$ cat src/rtl/oled_pkg.sv
// Shared OLED geometry, RGB565 colour constants and the welcome-sequencer state encoding.
package oled_pkg;

  localparam int OLED_WIDTH  = 96;
  localparam int OLED_HEIGHT = 64;

  localparam logic [15:0] BLACK     = 16'h0000;
  localparam logic [15:0] YELLOW    = 16'hFFE0;
  localparam logic [15:0] RED       = 16'hF800;
  localparam logic [15:0] SKY_BLUE  = 16'h867D;
  localparam logic [15:0] BLUSH_RED = 16'hFB2C;

  localparam logic [4:0] ALPHA_FULL = 5'd16;

  typedef enum logic [1:0] {
    WELCOME = 2'd0,
    FADE    = 2'd1,
    MAIN    = 2'd2
  } seq_state_t;

endpackage

$ cat src/rtl/rgb565_blend.sv
// Combinational RGB565 cross-fade: per channel (w*(16-a) + m*a) >> 4, truncated.
module rgb565_blend (
  input  logic [15:0] w,
  input  logic [15:0] m,
  input  logic [4:0]  a,
  output logic [15:0] y
);

  logic [4:0]  a_inv;
  logic [9:0]  r_sum;
  logic [10:0] g_sum;
  logic [9:0]  b_sum;

  assign a_inv = 5'd16 - a;

  assign r_sum = 10'(w[15:11]) * 10'(a_inv) + 10'(m[15:11]) * 10'(a);
  assign g_sum = 11'(w[10:5])  * 11'(a_inv) + 11'(m[10:5])  * 11'(a);
  assign b_sum = 10'(w[4:0])   * 10'(a_inv) + 10'(m[4:0])   * 10'(a);

  // Weights sum to 16, so each shifted sum always fits its channel width.
  assign y = {5'(r_sum >> 4), 6'(g_sum >> 4), 5'(b_sum >> 4)};

endmodule

$ cat src/rtl/welcome_screen_sequencer.sv
// Selects welcome then main pixel stream for the OLED, switching only at frame_begin.
// Define WELCOME_FADE_EN to add the FADE state and cross-fade blend between the two screens.
module welcome_screen_sequencer
  import oled_pkg::*;
#(
  parameter int unsigned WELCOME_FRAMES = 120
`ifdef WELCOME_FADE_EN
  , parameter int unsigned FADE_STEP_FRAMES = 2
`endif
) (
  input  logic        clock,
  input  logic        reset,
  input  logic        frame_begin,
  input  logic        skip_pulse,
  input  logic        replay_pulse,
  input  logic [15:0] welcome_pixel,
  input  logic [15:0] main_pixel,
  output logic [15:0] pixel_data,
  output logic        welcome_active,
  output logic [4:0]  fade_alpha
);

  localparam logic [7:0] WELCOME_LAST = 8'(WELCOME_FRAMES - 1);

  seq_state_t  state;
  logic [7:0]  frame_cnt;
  logic        skip_pend;
  logic        replay_pend;
  logic        skip_now;
  logic        replay_now;
  logic [15:0] pixel_next;

`ifdef WELCOME_FADE_EN
  localparam logic [3:0] STEP_LAST = 4'(FADE_STEP_FRAMES - 1);

  logic [3:0]  step_cnt;
  logic [15:0] blend_pixel;

  rgb565_blend u_blend (
    .w (welcome_pixel),
    .m (main_pixel),
    .a (fade_alpha),
    .y (blend_pixel)
  );
`endif

  // A pulse arriving with frame_begin acts at once; skip is meaningless in MAIN, replay outside it.
  assign skip_now   = (skip_pend || skip_pulse) && (state != MAIN);
  assign replay_now = (replay_pend || replay_pulse) && (state == MAIN);

  always_comb begin
    pixel_next = welcome_pixel;
    case (state)
      MAIN: pixel_next = main_pixel;
`ifdef WELCOME_FADE_EN
      FADE: pixel_next = blend_pixel;
`endif
      default: pixel_next = welcome_pixel;
    endcase
  end

  // WELCOME | hold welcome screen   FADE | blend toward main   MAIN | main screen
  always_ff @(posedge clock) begin
    if (reset) begin
      state          <= WELCOME;
      frame_cnt      <= 8'd0;
      fade_alpha     <= 5'd0;
      skip_pend      <= 1'b0;
      replay_pend    <= 1'b0;
      pixel_data     <= BLACK;
      welcome_active <= 1'b1;
`ifdef WELCOME_FADE_EN
      step_cnt       <= 4'd0;
`endif
    end else begin
      pixel_data <= pixel_next;

      if (frame_begin) begin
        skip_pend   <= 1'b0;
        replay_pend <= 1'b0;
      end else begin
        if (skip_pulse && state != MAIN)   skip_pend   <= 1'b1;
        if (replay_pulse && state == MAIN) replay_pend <= 1'b1;
      end

      if (frame_begin) begin
        case (state)
          WELCOME: begin
            if (skip_now || frame_cnt == WELCOME_LAST) begin
              frame_cnt <= 8'd0;
`ifdef WELCOME_FADE_EN
              state      <= FADE;
              step_cnt   <= 4'd0;
              fade_alpha <= 5'd0;
`else
              state          <= MAIN;
              welcome_active <= 1'b0;
              fade_alpha     <= ALPHA_FULL;
`endif
            end else begin
              frame_cnt <= frame_cnt + 8'd1;
            end
          end
`ifdef WELCOME_FADE_EN
          FADE: begin
            if (skip_now || fade_alpha == ALPHA_FULL) begin
              state          <= MAIN;
              welcome_active <= 1'b0;
              fade_alpha     <= ALPHA_FULL;
              step_cnt       <= 4'd0;
            end else if (step_cnt == STEP_LAST) begin
              step_cnt   <= 4'd0;
              fade_alpha <= fade_alpha + 5'd1;
            end else begin
              step_cnt <= step_cnt + 4'd1;
            end
          end
`endif
          MAIN: begin
            if (replay_now) begin
              state          <= WELCOME;
              welcome_active <= 1'b1;
              fade_alpha     <= 5'd0;
              frame_cnt      <= 8'd0;
`ifdef WELCOME_FADE_EN
              step_cnt       <= 4'd0;
`endif
            end
          end
          default: begin
            state          <= WELCOME;
            welcome_active <= 1'b1;
            fade_alpha     <= 5'd0;
            frame_cnt      <= 8'd0;
          end
        endcase
      end
    end
  end

endmodule

$ cat config.mk
export PLATFORM = sky130hd
export DESIGN_NAME = welcome_screen_sequencer
export DESIGN_NICKNAME = d
export VERILOG_FILES = /design/src/rtl/oled_pkg.sv /design/src/rtl/rgb565_blend.sv /design/src/rtl/welcome_screen_sequencer.sv
export SDC_FILE = /design/constraint.sdc
export NUM_CORES = 1
export LEC_CHECK = 0
export BUFFER_PORTS_ARGS = -buffer_cell sky130_fd_sc_hd__buf_2
export CAP_MARGIN = 25
export CORE_ASPECT_RATIO = 1.4
export CORE_MARGIN = 2
export CORE_UTILIZATION = 44
export DETAILED_ROUTE_END_ITERATION = 10
export PLACE_DENSITY = 0.79
export SLEW_MARGIN = 20
export SYNTH_ARGS = -nofsm -noshare
export SYNTH_HDL_FRONTEND = slang
export SYNTH_HIERARCHICAL = 1
export SYNTH_SLANG_ARGS = --single-unit
$ cat constraint.sdc
create_clock -name clock -period 1.8 [get_ports clock]
set_input_delay 0.27 -clock clock [delete_from_list [all_inputs] [get_ports clock]]
set_output_delay 0.27 -clock clock [all_outputs]
set_load 0.05 [all_outputs]
==> out/summary.md <==
The share of the synthesized area in compound gates (AO/OA/AOI/OAI) works out to 6.230%. The number of global-route vias before repair was 1,058; the count of final max-slew check failures was 0. The clock-pin slew reported for the worst setup and hold paths after clock tree synthesis was 0.14 ns; the area growth from synthesis to final layout was 28.85%.

The register bit total from synthesis is 28, and the post-synthesis simple-gate area fraction is 18.36%. The worst setup path is captured at a register. In the routed layout, each cell is associated on average with a via count of 4.783.

Nature of the critical path startpoint: a register. The adder-cell share of the synthesized area is 1.093%. In this run, the number of DRC markers left after iteration 0 of detailed routing was 12. Chip height: 64.36 µm.

Total overflow reported by the global router: 0. The final critical-path required period is 1.517 ns. The worst setup path is of the register to register kind.

Summed over all cells, the static leakage comes to 0.6731 nW. The antenna diode count came out at 0. The number of DRC violations after detailed routing is 0, and the top-area cell type share of the netlist area is 48.96%.

Detailed-placement wirelength estimate: 2008 µm. The congestion estimate from routability-driven global placement came to 0.8800. The H-tree depth is 1. For this block, the via count after detailed routing is 990. In this run the worst path has a maximum fanout of 8. The tools report the area of the die as 3032 µm².

Setup total negative slack on the finished layout was measured at 0 ns. The logs give 0.32 ns for the insertion delay of the later-clocked pin in the worst-skew pair and 0.002257 ns for the worst clock skew on the final layout. Setup violations remaining at the end of the flow were counted as 0. VDD sags by at most 640.9 µV. Measured on the finished design, the core utilization comes to 60.37%.

The tools report the count of distinct cell types in the synthesized netlist as 29. The total core area came out at 2444 µm². By area, the combinational part of the netlist is dominated by simple AND/OR/NAND/NOR gates.

The arrival time at the worst endpoint came out at 1.74 ns. The number of gates resized after CTS was 0. The floorplan has 21 rows. sky130_fd_sc_hd__dfxtp_1 takes more of the synthesized area than any other cell.

The width of the die works out to 47.11 µm. In this run the cell area measured after placement is 1439 µm². The clock net in this run drives a total of 28 sinks. After clock tree synthesis, the setup repair step added 0 buffers.

The finished cells cover 1475 µm². The final critical path takes up 84.30% of the cycle. Power spread over the standard cell area amounts to 872.9 nW/µm². TritonCTS built the clock tree. Maximum clock insertion buffer count: 2. The commonest cells after synthesis are sky130_fd_sc_hd__dfxtp_1 (28), sky130_fd_sc_hd__nor2_1 (24), sky130_fd_sc_hd__mux2i_1 (17), sky130_fd_sc_hd__nor3_1 (6).

The root buffer cell is sky130_fd_sc_hd__clkbuf_4. The layout cell share with drive strength beyond 1 was 36.99%. Averaged over all synthesized cells, the footprint is 9.702 µm². The run gives 18.71% as the global-route total usage across every layer. For the worst path required time, the log shows 2.02 ns. The tool flagged a number of max-cap violations equal to 0. The maximum clock frequency was 659.1 MHz.

The run finished with clean final reports. The area occupied by multi-input gates is 531.8 µm², and the initial core utilization is 46.85%. The post-synth design cell area is 1145 µm². sky130_fd_sc_hd__dfxtp_1 is the most common cell in the netlist. The async set or reset register ratio after synthesis came out at 0%. The routed wire length was 2463 µm; the number of instances in the synthesized netlist was 118. The run gives 3 as the number of CTS-inserted buffers. The tools report the global-route wire length before repair as 4188 µm. The average wire per cell in the routed design was 11.90 µm; the number of routed nets with antenna violations was 0. The fraction of synthesized area in multiplexers is 14.86%, and the fraction of the yosys area taken by sequential cells is 48.96%. The dominant synthesized flop cell is sky130_fd_sc_hd__dfxtp_1.

Number of placed I/O pins: 59. The xor and xnor area share after synthesis works out to 4.590%. The path category of the worst min-delay check is input pin to register. The final count of hold timing violations is 0, and the number of antenna violations at the first check in global routing is 0. Yosys attributes the largest share of cell area to sky130_fd_sc_hd__dfxtp_1 (49%), sky130_fd_sc_hd__mux2i_1 (15%), sky130_fd_sc_hd__nor2_1 (7.9%).

The run gives 212 as the total number of nets in the final design. Yosys printed 6 warnings. Entering global routing, the biggest net connects 21 pins. The logs give 4 for the first-pass iteration count of the detailed router and 560.5 µm² for the area of all sequential standard cells. Yosys mapped a number of flops with a built-in enable equal to 0.

Setup repair after global routing left no endpoint under its margin. After clock tree synthesis, the flow added hold-fix buffers numbering 0. The total of fill cells in the finished design is 214.

The count of buffers inserted at the top-level ports was 54.
sequential cells by signal (all words and copies together) (netlist names):
register,flops
pixel_data,16
frame_cnt,8
fade_alpha,1
replay_pend,1
skip_pend,1
welcome_active,1
layout by cell type (no fill, tap or decap):
cell type                  instances
sky130_fd_sc_hd__nand4b_1          1
sky130_fd_sc_hd__a21oi_1           3
sky130_fd_sc_hd__nand3_2           1
sky130_fd_sc_hd__nor4_1            3
sky130_fd_sc_hd__nor2_1           24
sky130_fd_sc_hd__xnor2_1           4
sky130_fd_sc_hd__nor3b_1           1
sky130_fd_sc_hd__clkbuf_8          1
sky130_fd_sc_hd__buf_4             3
sky130_fd_sc_hd__or3b_1            1
sky130_fd_sc_hd__nand3_1           2
sky130_fd_sc_hd__nand4_1           2
sky130_fd_sc_hd__o211ai_1          1
sky130_fd_sc_hd__a31o_1            1
sky130_fd_sc_hd__buf_2            54
sky130_fd_sc_hd__mux2i_1          17
sky130_fd_sc_hd__nor3_1            6
sky130_fd_sc_hd__conb_1            4
sky130_fd_sc_hd__o21ai_4           1
sky130_fd_sc_hd__o21ai_0           1
sky130_fd_sc_hd__nand2_2           1
sky130_fd_sc_hd__ha_1              1
sky130_fd_sc_hd__dfxtp_1          28
sky130_fd_sc_hd__xor2_1            2
sky130_fd_sc_hd__inv_1             3
sky130_fd_sc_hd__nand2_1           2
sky130_fd_sc_hd__clkbuf_4          3
sky130_fd_sc_hd__o31ai_1           1
sky130_fd_sc_hd__o41a_1            1
power by group:
part           switching [mW]  leakage (nW)  total (mW)  internal, mW
registers              0.0147         0.231       0.671         0.656
logic                   0.217         0.421       0.318         0.100
clock network           0.176        0.0210       0.299         0.124
total                   0.407         0.673        1.29         0.880
critical path: stages (launching register included):
cell and delay, ns:
sky130_fd_sc_hd__dfxtp_1 0.42, sky130_fd_sc_hd__ha_1 0.21, sky130_fd_sc_hd__nand2_1 0.06, sky130_fd_sc_hd__o41a_1 0.38, sky130_fd_sc_hd__o21ai_4 0.27, sky130_fd_sc_hd__nor2_1 0.08
metal layers:
layer	track usage, %	vias to the layer above	part of all wire, %
li1	-	504	-
met1	20.77	440	37
met2	32.71	40	55
met3	4.520	6	6.2
met4	6.597	0	1.6
met5	0	-	0
path summary, 6_finish.rpt:
kind,start,to,slack [ns],depth (start not counted)
worst max-delay path,frame_cnt[0],frame_cnt[2],0.28,5
worst max register to register,frame_cnt[0],frame_cnt[2],0.28,5
worst min-delay path,welcome_pixel[1],pixel_data[1],0.17,3
worst min register to register,welcome_active,welcome_active,0.52,2
cells by family after synthesis:
logic type	after synthesis
other cells	1
xor+xnor	6
fa+ha+maj	1
buf+inv	12
mux	17
flops	28
simple gates	44
compound gates	9
per-stage QoR:
step	total power, mW	instances	hold WS [ns]	worst slack [ns]
floorplan	0.9194	121	0.3493	0.08263
global placement	0.9967	203	0.4965	0.3639
detailed placement	1.005	203	0.5002	0.3005
CTS	1.298	207	0.1668	0.2784
global route	1.347	207	0.1745	0.1667
finish	1.288	207	0.1660	0.2827
area by class of cell:
type,count,share of cell area [%]
inverters,3,0.7634
clock buffers,4,2.460
well taps,34,2.884
multi-input cells,81,36.05
flip-flops and latches,28,38.00
repair buffers,57,19.85
Power figures use the tool's default switching activity.
